`config.mk`:
```
export PLATFORM = sky130hd
export DESIGN_NAME = a2d_conv_sched
export DESIGN_NICKNAME = d
export VERILOG_FILES = /design/src/rtl/a2d_conv_sched.sv
export SDC_FILE = /design/constraint.sdc
export NUM_CORES = 1
export LEC_CHECK = 0
export BUFFER_PORTS_ARGS = -buffer_cell sky130_fd_sc_hd__buf_2
export CAP_MARGIN = 20
export CORE_ASPECT_RATIO = 0.75
export CORE_MARGIN = 3
export CORE_UTILIZATION = 57
export CTS_CLUSTER_SIZE = 8
export DETAILED_ROUTE_END_ITERATION = 8
export PLACE_DENSITY = 0.95
export SLEW_MARGIN = 25
export SYNTH_ARGS = -nofsm -noshare
export SYNTH_HDL_FRONTEND = slang
export SYNTH_SLANG_ARGS = --single-unit
```
`constraint.sdc`:
```
create_clock -name clk -period 5.8 [get_ports clk]
set_input_delay 0.87 -clock clk [delete_from_list [all_inputs] [get_ports clk]]
set_output_delay 0.87 -clock clk [all_outputs]
set_load 0.02 [all_outputs]
```
`src/rtl/a2d_conv_sched.sv`:
```
// a2d_conv_sched: sequences the shared 16-bit SPI master in front of an
// ADC128S. Periodic round-robin sweeps over four mapped channels share the
// master with one-shot host requests. Each conversion is an address frame
// followed, after a short idle gap, by a read frame with the same command word.
module a2d_conv_sched #(
    parameter logic [2:0] CH0     = 3'd0,
    parameter logic [2:0] CH1     = 3'd1,
    parameter logic [2:0] CH2     = 3'd3,
    parameter logic [2:0] CH3     = 3'd4,
    parameter int         PERIOD  = 16384,
    parameter int         GAP_CYC = 2
) (
    input  logic        clk,
    input  logic        rst,
    input  logic [3:0]  en_mask,
    input  logic        mstr_done,
    input  logic [15:0] mstr_resp,
    output logic        mstr_wrt,
    output logic [15:0] mstr_cmd,
    input  logic        hreq,
    input  logic [2:0]  hchnl,
    output logic        hack,
    output logic [11:0] hdata,
    output logic [11:0] res0,
    output logic [11:0] res1,
    output logic [11:0] res2,
    output logic [11:0] res3,
    output logic [3:0]  res_vld,
    output logic        sweep_done,
    output logic        ovr
);

    localparam int CNT_W = (PERIOD > 2) ? $clog2(PERIOD) : 1;
    localparam int GAP_W = (GAP_CYC > 1) ? $clog2(GAP_CYC + 1) : 1;

    localparam logic [1:0] S_IDLE = 2'd0;
    localparam logic [1:0] S_ADDR = 2'd1;
    localparam logic [1:0] S_GAP  = 2'd2;
    localparam logic [1:0] S_READ = 2'd3;

    // Both frames of a conversion carry the channel in bits [13:11].
    function automatic logic [15:0] make_cmd(input logic [2:0] ch);
        return {2'b00, ch, 11'h000};
    endfunction

    // Lowest-numbered enabled slot; disabled slots cost no cycles.
    function automatic logic [1:0] first_slot(input logic [3:0] m);
        logic [1:0] s;
        s = 2'd0;
        for (int i = 3; i >= 0; i--) begin
            if (m[i]) s = 2'(i);
        end
        return s;
    endfunction

    function automatic logic [2:0] slot_chnl(input logic [1:0] s);
        logic [2:0] c;
        case (s)
            2'd0:    c = CH0;
            2'd1:    c = CH1;
            2'd2:    c = CH2;
            default: c = CH3;
        endcase
        return c;
    endfunction

    logic [1:0]       state_q, state_d;
    logic [CNT_W-1:0] cnt_q, cnt_d;
    logic             pend_q, pend_d;
    logic             active_q, active_d;
    logic [3:0]       rem_q, rem_d;
    logic [1:0]       slot_q, slot_d;
    logic             job_host_q, job_host_d;
    logic             last_host_q, last_host_d;
    logic [GAP_W-1:0] gap_q, gap_d;
    logic             wrt_q, wrt_d;
    logic [15:0]      cmd_q, cmd_d;
    logic             hack_q, hack_d;
    logic [11:0]      hdata_q, hdata_d;
    logic [11:0]      res_q [4];
    logic [11:0]      res_d [4];
    logic [3:0]       vld_q, vld_d;
    logic             sd_q, sd_d;
    logic             ovr_q, ovr_d;

    logic       tc, host_pend, sweep_work, pick_host, pick_sweep, start;
    logic       done_cap, sweep_fin, busy;
    logic [3:0] cand;
    logic [1:0] sel;
    logic       unused_resp;

    assign unused_resp = ^mstr_resp[15:12];

    assign tc         = (cnt_q == CNT_W'(PERIOD - 1));
    // hreq is still high during the hack cycle; it only counts again afterwards.
    assign host_pend  = hreq & ~hack_q;
    assign sweep_work = pend_q | (rem_q != 4'd0);
    assign pick_host  = (state_q == S_IDLE) & host_pend & (~sweep_work | ~last_host_q);
    assign pick_sweep = (state_q == S_IDLE) & sweep_work & ~pick_host;
    assign start      = pick_sweep & (rem_q == 4'd0);
    assign cand       = start ? en_mask : rem_q;
    assign sel        = first_slot(cand);
    assign done_cap   = (state_q == S_READ) & mstr_done;
    // A sweep finishing in the same cycle as terminal count is no longer active.
    assign sweep_fin  = done_cap & ~job_host_q & (rem_q == 4'd0);
    assign busy       = (pend_q | active_q) & ~sweep_fin;

    // Next-state logic: arbitration, conversion sequencing and interval timing.
    always_comb begin
        state_d     = state_q;
        cnt_d       = tc ? '0 : cnt_q + CNT_W'(1);
        pend_d      = pend_q;
        active_d    = active_q;
        rem_d       = rem_q;
        slot_d      = slot_q;
        job_host_d  = job_host_q;
        last_host_d = last_host_q;
        gap_d       = gap_q;
        wrt_d       = 1'b0;
        cmd_d       = cmd_q;
        hack_d      = 1'b0;
        hdata_d     = hdata_q;
        res_d       = res_q;
        vld_d       = 4'd0;
        sd_d        = 1'b0;
        ovr_d       = ovr_q;

        case (state_q)
            S_IDLE: begin
                if (pick_host) begin
                    job_host_d  = 1'b1;
                    last_host_d = 1'b1;
                    cmd_d       = make_cmd(hchnl);
                    wrt_d       = 1'b1;
                    state_d     = S_ADDR;
                end else if (pick_sweep) begin
                    last_host_d = 1'b0;
                    if (start) begin
                        pend_d   = 1'b0;
                        active_d = (en_mask != 4'd0);
                        sd_d     = (en_mask == 4'd0);
                    end
                    if (cand != 4'd0) begin
                        job_host_d = 1'b0;
                        slot_d     = sel;
                        rem_d      = cand & ~(4'b0001 << sel);
                        cmd_d      = make_cmd(slot_chnl(sel));
                        wrt_d      = 1'b1;
                        state_d    = S_ADDR;
                    end
                end
            end
            S_ADDR: begin
                if (mstr_done) begin
                    gap_d   = '0;
                    state_d = S_GAP;
                end
            end
            S_GAP: begin
                if (gap_q == GAP_W'(GAP_CYC - 1)) begin
                    wrt_d   = 1'b1;
                    state_d = S_READ;
                end else begin
                    gap_d = gap_q + GAP_W'(1);
                end
            end
            default: begin
                if (mstr_done) begin
                    state_d = S_IDLE;
                    if (job_host_q) begin
                        hdata_d = mstr_resp[11:0];
                        hack_d  = 1'b1;
                    end else begin
                        res_d[slot_q] = mstr_resp[11:0];
                        vld_d[slot_q] = 1'b1;
                        if (rem_q == 4'd0) begin
                            sd_d     = 1'b1;
                            active_d = 1'b0;
                        end
                    end
                end
            end
        endcase

        // Terminal count queues at most one sweep; anything more is an overrun.
        if (tc) begin
            if (busy) ovr_d  = 1'b1;
            else      pend_d = 1'b1;
        end
    end

    // State and output registers; reset abandons any in-flight conversion.
    always_ff @(posedge clk or posedge rst) begin
        if (rst) begin
            state_q     <= S_IDLE;
            cnt_q       <= '0;
            pend_q      <= 1'b0;
            active_q    <= 1'b0;
            rem_q       <= 4'd0;
            slot_q      <= 2'd0;
            job_host_q  <= 1'b0;
            last_host_q <= 1'b0;
            gap_q       <= '0;
            wrt_q       <= 1'b0;
            cmd_q       <= 16'd0;
            hack_q      <= 1'b0;
            hdata_q     <= 12'd0;
            for (int i = 0; i < 4; i++) res_q[i] <= 12'd0;
            vld_q       <= 4'd0;
            sd_q        <= 1'b0;
            ovr_q       <= 1'b0;
        end else begin
            state_q     <= state_d;
            cnt_q       <= cnt_d;
            pend_q      <= pend_d;
            active_q    <= active_d;
            rem_q       <= rem_d;
            slot_q      <= slot_d;
            job_host_q  <= job_host_d;
            last_host_q <= last_host_d;
            gap_q       <= gap_d;
            wrt_q       <= wrt_d;
            cmd_q       <= cmd_d;
            hack_q      <= hack_d;
            hdata_q     <= hdata_d;
            for (int i = 0; i < 4; i++) res_q[i] <= res_d[i];
            vld_q       <= vld_d;
            sd_q        <= sd_d;
            ovr_q       <= ovr_d;
        end
    end

    assign mstr_wrt   = wrt_q;
    assign mstr_cmd   = cmd_q;
    assign hack       = hack_q;
    assign hdata      = hdata_q;
    assign res0       = res_q[0];
    assign res1       = res_q[1];
    assign res2       = res_q[2];
    assign res3       = res_q[3];
    assign res_vld    = vld_q;
    assign sweep_done = sd_q;
    assign ovr        = ovr_q;

endmodule

```
==> out/results.ini, run 1 <==
[clock_tree]
htree_levels = 3
post-cts-setup-buffers = 0
cts_num_sinks = 99
root_buffer = clkbuf_8
clkLatencyLatePin_ns = 0.36
clockBufferDepth = 2
cts_buffers = 9
cts_tree = built
ctsHoldBuffers = 0
ctsResizeCount = 0
clkTransAtPathRegs_ns = 0.10

[drt]
top_layer = met4
drt_first_pass_iters = 4
postRouteAntennaNets = 0
vias_per_cell = 5.66
drcViolationCount = 0
drt-wirelength-per-cell_um = 18.0
vias = 3003
finalWirelength_mm = 9.57
dr_wl_met2_mm = 4.96
dr_wl_met3_um = 527
drt-met1-wl_mm = 3.91
drt-initial-drc-count = 113

[logic_synthesis]
synth-async-reset-ratio = 1.00
synth_top_area_share = 0.572
ys_types = 54
yosys.area.top_type = dfrtp_1
syn-cell-area_mm2 = 0.00433
ys_warn_count = 0
synth_area_leaders = dfrtp_1 (57%), mux2_2 (16%), ha_1 (2.9%)
synthFlopType = dfrtp_1
synth_edf_count = 0
avgSynthCellArea_um2 = 13.0
yosysSeqAreaShare = 0.572
ys_seq_elements = 99
syn_inst = 334

[final_layout]
final_cell_area_mm2 = 0.00503
syn_to_final_growth_pct = 16.0
nNetsFinal = 465
nFillCells = 490
antenna_cells = 0
final_layout_size_suffix_gt1_frac = 0.425

[floorplanning]
die_area_mm2 = 0.00869
rows = 26
start_util = 0.611
dieWidth_um = 107
core_area_mm2 = 0.00709
die_h_um = 81.5
pin_count = 111

[job]
drv_cap = 0

[worst_setup_path]
path_cells = inv_1 -> ha_1 -> and2_1 -> o2111ai_1 -> a221oi_2 -> inv_1 -> ha_1 -> o21a_1 -> a21oi_1
crit_slowest_cell = a221oi_2
cp_max_fo = 12
critPathLaunchType = flop
arrival_ns = 2.98
end_kind = flop
crit_required_ns = 6.09
critPathKind = flop to flop
critical_path.max_stage_delay_ns = 0.47

[pwr]
switching_share = 0.409
max-vdd-ir-drop_mv = 0.300
p_leak_nw = 2.58
powerDensity_mw_per_mm2 = 520
netSwitchingPower_mw = 1.07
clock_power_share = 0.159
combPwrFrac = 0.428
power_frac_seq = 0.413
internal-power_mw = 1.54

[sta]
max-slew-margin-rel = 0.410
rsz0062_at_grt = false
final_hold_viol_count = 0
setup_ws_ns = 3.11
fin_crit_ns = 2.69
fin_crit_sh = 0.463
fmax_ghz = 0.372
drv_slew = 0
skew_ns = 0.0104
fin_tns_setup_ns = 0
worstMarginPinSlew_ns = 0.883
setup_viol = 0

[placed_design]
gp_congestion = 0.904
place_hpwl_mm = 6.95
place_area_mm2 = 0.00484
pre_cts_ws_ns = 3.13
port_buffers = 93

[grt]
first_global_vias = 3087
grt_pass1_wl_mm = 15.0
grtUsageTotal = 0.224
overflow = 0
antenna_found_initial = 0
grt_max_degree = 58

[hold_path]
hold_class = flop to flop

[status]
status = finished, final reports clean

## power groups by stage
stage | Combinational [mW] | Clock (mW) | Sequential [mW]
2_1_floorplan | 0.520 | 0 | 1.31
3_3_place_gp | 1.07 | 0 | 1.06
3_5_place_dp | 1.12 | 0 | 1.09
4_1_cts | 1.12 | 0.421 | 1.08
5_1_grt | 1.20 | 0.447 | 1.10
6_report | 1.12 | 0.416 | 1.08
## per-stage QoR
stage	power (mW)	instances	utilization	hold WS, ns
global placement	2.13	515	0.682	0.460
finish	2.61	531	0.709	0.494
detailed placement	2.20	515	0.683	0.473
CTS	2.62	531	0.709	0.488
global route	2.75	531	0.709	0.509
floorplan	1.83	346	-	0.446
## flip-flops by register name (all words and copies together) (netlist names), 2 cells and up
register	cells
res3	12
res_vld	4
res1	12
res0	12
cnt_q	14
hdata	12
state_q	2
rem_q	4
res2	12
mstr_cmd	3
gap_q	2
slot_q	2
## cell families after synthesis
| kind of cell | count (synthesis) | share of synthesized area |
|---|---|---|
| mux | 64 | 0.167 |
| buf+inv | 40 | 0.0477 |
| other cells | 1 | 0.000866 |
| compound gates | 41 | 0.0734 |
| simple gates | 69 | 0.0904 |
| flops | 99 | 0.572 |
| fa+ha+maj | 10 | 0.0289 |
| xor+xnor | 10 | 0.0202 |
## critical path, delay by kind of cell (launching register included)
kind,cells,cell delay [ns]
compound gates,4,0.96
simple gates,1,0.26
fa+ha+maj,2,0.74
flops,1,0.46
buf+inv,2,0.20
## worst paths after layout
kind	slack (ns)	cells past startpoint	startpoint	to
max in group asynchronous	4.20	3	rst	cnt_q[12]
min reg2reg	0.49	1	ovr	ovr
max reg2reg	3.11	9	state_q[0]	mstr_cmd[11]
min in group asynchronous	0.61	2	rst	res2[1]
min	0.49	1	ovr	ovr
max	3.11	9	state_q[0]	mstr_cmd[11]
## layout by cell type, fill, tap and decap left out, drive strengths merged, types with 7 or more instances in the layout
cell	netlist	layout
dfrtp	99	99
buf	20	94
mux2	62	62
inv	17	21
nor2	15	15
conb	1	13
a21oi	13	13
nand2	12	12
ha	10	10
clkbuf	3	9
nand3	7	7
xor2	7	7
## routing by layer
layer,global-route usage,vias up
met5,0,-
met4,0.0881,0
met3,0.0408,19
met2,0.391,117
met1,0.282,1525
li1,-,1342
## synthesized netlist by cell type, types with 3 or more instances
cell type and count:
nor2b_1 4, buf_4 13, dfrtp_1 99, xnor2_1 3
inv_1 17, o21ai_0 4, nand3_1 7, a22o_1 3
clkbuf_1 3, nand4_1 5, and3_1 5, nand2_1 12
xor2_1 7, ha_1 10, a21oi_1 12, buf_2 6
nor2_1 15, mux2_2 61
## layout make-up
cell class / count / area [um2] / share of cell area
clock buffers: 9 / 124 / 0.0246
multi-input cells: 207 / 1700 / 0.339
clock inverters: 7 / 58.8 / 0.0117
inverters: 17 / 66.3 / 0.0132
well taps: 98 / 123 / 0.0244
flip-flops and latches: 99 / 2480 / 0.493
repair buffers: 94 / 473 / 0.0941
No activity file was read; power rests on OpenSTA's default activity.
==> run 2: changes to the inputs <==
--- a/config.mk
+++ b/config.mk
@@ -5,14 +5,15 @@
 export SDC_FILE = /design/constraint.sdc
 export NUM_CORES = 1
 export LEC_CHECK = 0
+export ABC_AREA = 1
 export BUFFER_PORTS_ARGS = -buffer_cell sky130_fd_sc_hd__buf_2
 export CAP_MARGIN = 20
 export CORE_ASPECT_RATIO = 0.75
 export CORE_MARGIN = 3
-export CORE_UTILIZATION = 57
+export CORE_UTILIZATION = 48
 export CTS_CLUSTER_SIZE = 8
 export DETAILED_ROUTE_END_ITERATION = 8
-export PLACE_DENSITY = 0.95
+export PLACE_DENSITY = 0.87
 export SLEW_MARGIN = 25
 export SYNTH_ARGS = -nofsm -noshare
 export SYNTH_HDL_FRONTEND = slang
==> constraint.sdc (replaced) <==
create_clock -name clk -period 2.25 [get_ports clk]
set_input_delay 0.3375 -clock clk [delete_from_list [all_inputs] [get_ports clk]]
set_output_delay 0.3375 -clock clk [all_outputs]
set_load 0.02 [all_outputs]
==> out/results.ini, run 2 <==
[worst_setup_path]
cp_max_fo = 5  ; -7
worstReg2RegStart = state_q[0]
cp_top_family = simple AND/OR/NAND/NOR gates
arrival_ns = 2.44  ; -0.54 ns
r2r_cells = 15  ; +6
crit_slowest_cell = dfrtp_1
r2r_slack_ns = 0.09  ; -3.02 ns
crit_buf_inv = 4  ; +2
critPathKind = flop to flop
critical_path.max_stage_delay_ns = 0.39  ; -0.08 ns
cp.depth = 15  ; +6
cp-endpoint = mstr_cmd[11]
critPathLaunchType = flop
crit_start = state_q[0]
end_kind = flop
r2r_end = mstr_cmd[11]
path_cells = inv_2 -> ha_4 -> inv_4 -> nor3b_2 -> nand2_2 -> buf_6 -> nand4_1 -> nand2_2 -> nor2_4 -> o21ai_4 -> inv_2 -> ha_1 -> o21ai_2 -> nand3_1 -> nand2_1
crit_required_ns = 2.54  ; -3.55 ns

[grt]
grt_max_degree = 40  ; -31%
grtUsageTotal = 0.215  ; -0.00907
grt_pass1_wl_mm = 16.8  ; +12%
overflow = 0  ; unchanged
antenna_found_initial = 0  ; unchanged
first_global_vias = 3398  ; +10%

[logic_synthesis]
ys_warn_count = 0  ; unchanged
yosysSeqAreaShare = 0.574  ; +0.00166
synth_area_leaders = dfrtp_1 (57%), nand2_1 (8.9%), o21ai_0 (6.8%)
synth-async-reset-ratio = 1.00  ; unchanged
syn-cell-area_mm2 = 0.00432  ; -0.29%
synth_edf_count = 0  ; unchanged
yosys.area.top_type = dfrtp_1
avgSynthCellArea_um2 = 9.53  ; -26%
synth_common_cells = nand2_1 (102), dfrtp_1 (99), o21ai_0 (59)
synth.most_common_cell = nand2_1
synth_top_area_share = 0.574  ; +0.00166
synthFlopType = dfrtp_1
ys_seq_elements = 99  ; unchanged
syn_inst = 453  ; +36%
ys_types = 38  ; -30%

[sta]
max-slew-margin-rel = 0.585  ; +0.176
fin_crit_ns = 2.16  ; -0.530 ns
rsz0062_at_grt = true
worstMarginPinSlew_ns = 0.621  ; -0.262 ns
fin_tns_setup_ns = 0  ; unchanged
fmax_ghz = 0.463  ; +25%
setup_viol = 0  ; unchanged
skew_ns = 0.00776  ; -0.00263 ns
final_hold_viol_count = 0  ; unchanged
fin_crit_sh = 0.959  ; +0.496
drv_slew = 0  ; unchanged

[clock_tree]
clkLatencyLatePin_ns = 0.34  ; -0.02 ns
cts_buffers = 9  ; unchanged
cts_num_sinks = 99  ; unchanged
cts_tree = built
root_buffer = clkbuf_16
htree_levels = 3  ; unchanged
clockBufferDepth = 2  ; unchanged
clkTransAtPathRegs_ns = 0.07  ; -0.03 ns

[final_layout]
largest_reg_flops = 14  ; unchanged
final_common_cell = nand2_1
final_layout_size_suffix_gt1_frac = 0.296  ; -0.129
regMostFlops = cnt_q
final_core_util = 0.616  ; -0.0928
layout_common_cells = nand2_1 (101), dfrtp_1 (99), buf_2 (93)
multi_input_area_mm2 = 0.00156  ; -8.2%
antenna_cells = 0  ; unchanged
regArea_mm2 = 0.00248  ; unchanged
syn_to_final_growth_pct = 22.6
nFillCells = 658  ; +34%
nNetsFinal = 596  ; +28%

[drt]
finalWirelength_mm = 10.6  ; +11%
vias = 3510  ; +17%
vias_per_cell = 5.22  ; -7.6%
postRouteAntennaNets = 0  ; unchanged
drt-initial-drc-count = 208  ; +84%
drt-wirelength-per-cell_um = 15.8  ; -12%
drcViolationCount = 0  ; unchanged
drt_first_pass_iters = 5  ; +1

[floorplanning]
pin_count = 111  ; unchanged
core_area_mm2 = 0.00860  ; +21%
die_h_um = 88.2  ; +8.2%
dieWidth_um = 116  ; +8.3%
rows = 29  ; +12%
die_area_mm2 = 0.0102  ; +17%
start_util = 0.502  ; -0.109

[placed_design]
gp_congestion = 0.859  ; -5.0%
place_hpwl_mm = 7.42  ; +6.8%
port_buffers = 93  ; unchanged

[pwr]
p_leak_nw = 2.83  ; +9.9%
max-vdd-ir-drop_mv = 0.850  ; +180%
powerDensity_mw_per_mm2 = 1430  ; +170%

[hold_path]
hold_class = input port to asynchronous set/reset pin

[job]
drv_cap = 0  ; unchanged

[status]
status = finished, final reports clean

[run 2: cells by family (layout without fill, tap and decap cells)]
kind of cell / count (synthesis) / count (layout) / share of synthesized area
and+or+nand+nor: 170 / 170 / 0.188
DFF: 99 / 99 / 0.574
AOI/OAI and AO/OA: 84 / 84 / 0.105
xor gates and xnor gates: 9 / 9 / 0.0183
adders and majority gates: 10 / 10 / 0.0290
other: 1 / 13 / 0.000868
buffers and inverters: 80 / 179 / 0.0855
[run 2: through the flow]
stage	total power [mW]	hold WS (ns)	setup WS, ns	std cells	area, um2
after floorplan	4.78	0.433	0.128	465	4370
after global placement	5.59	0.435	0.0597	649	4890
after detailed placement	5.74	0.446	-0.0886	649	4890
after CTS	7.36	0.0739	0.0144	665	5210
after global routing	8.06	0.105	-0.0548	672	5300
final	7.57	0.0601	0.0922	672	5300
[run 2: timing repair]
action	4_1_cts	5_1_grt
setup buffers	0	7
gates cloned	0	0
hold buffers	0	0
pin swaps	2	11
gates resized for setup	4	14
endpoints found under the setup margin	3	5
endpoints found under the hold margin	0	0
[run 2: report_power, final]
part / internal [mW] / leakage, nW / switching (mW) / total, mW
Combinational: 1.17 / 1.39 / 2.18 / 3.35
Sequential: 2.36 / 1.29 / 0.350 / 2.71
Clock: 0.803 / 0.144 / 0.706 / 1.51
[run 2: per-layer routing]
layer | global-route usage | vias to the layer above | share of wire
li1 | - | 1646 | -
met1 | 0.301 | 1699 | 0.43
met4 | 0.0746 | 0 | 0.024
met3 | 0.0449 | 28 | 0.064
met2 | 0.336 | 137 | 0.48
met5 | 0 | - | 0
[run 2: cell type report]
type / instances / share of cell area
clock inverter: 6 / 0.0116
sequential: 99 / 0.468
inverter: 55 / 0.0402
tap: 108 / 0.0255
timing repair buffer: 108 / 0.115
multi-input combinational: 286 / 0.295
clock buffer: 10 / 0.0451
[run 2: worst min-delay path by stage]
| stage | start | endpoint | cells after the start |
|---|---|---|---|
| after global routing | rst | hdata[8] | 2 |
| after global placement | rst | hdata[8] | 2 |
| after floorplan | cnt_q[0] | cnt_q[0] | 1 |
| final | rst | hdata[7] | 2 |
| after detailed placement | rst | hdata[8] | 2 |
| after CTS | rst | hdata[7] | 2 |
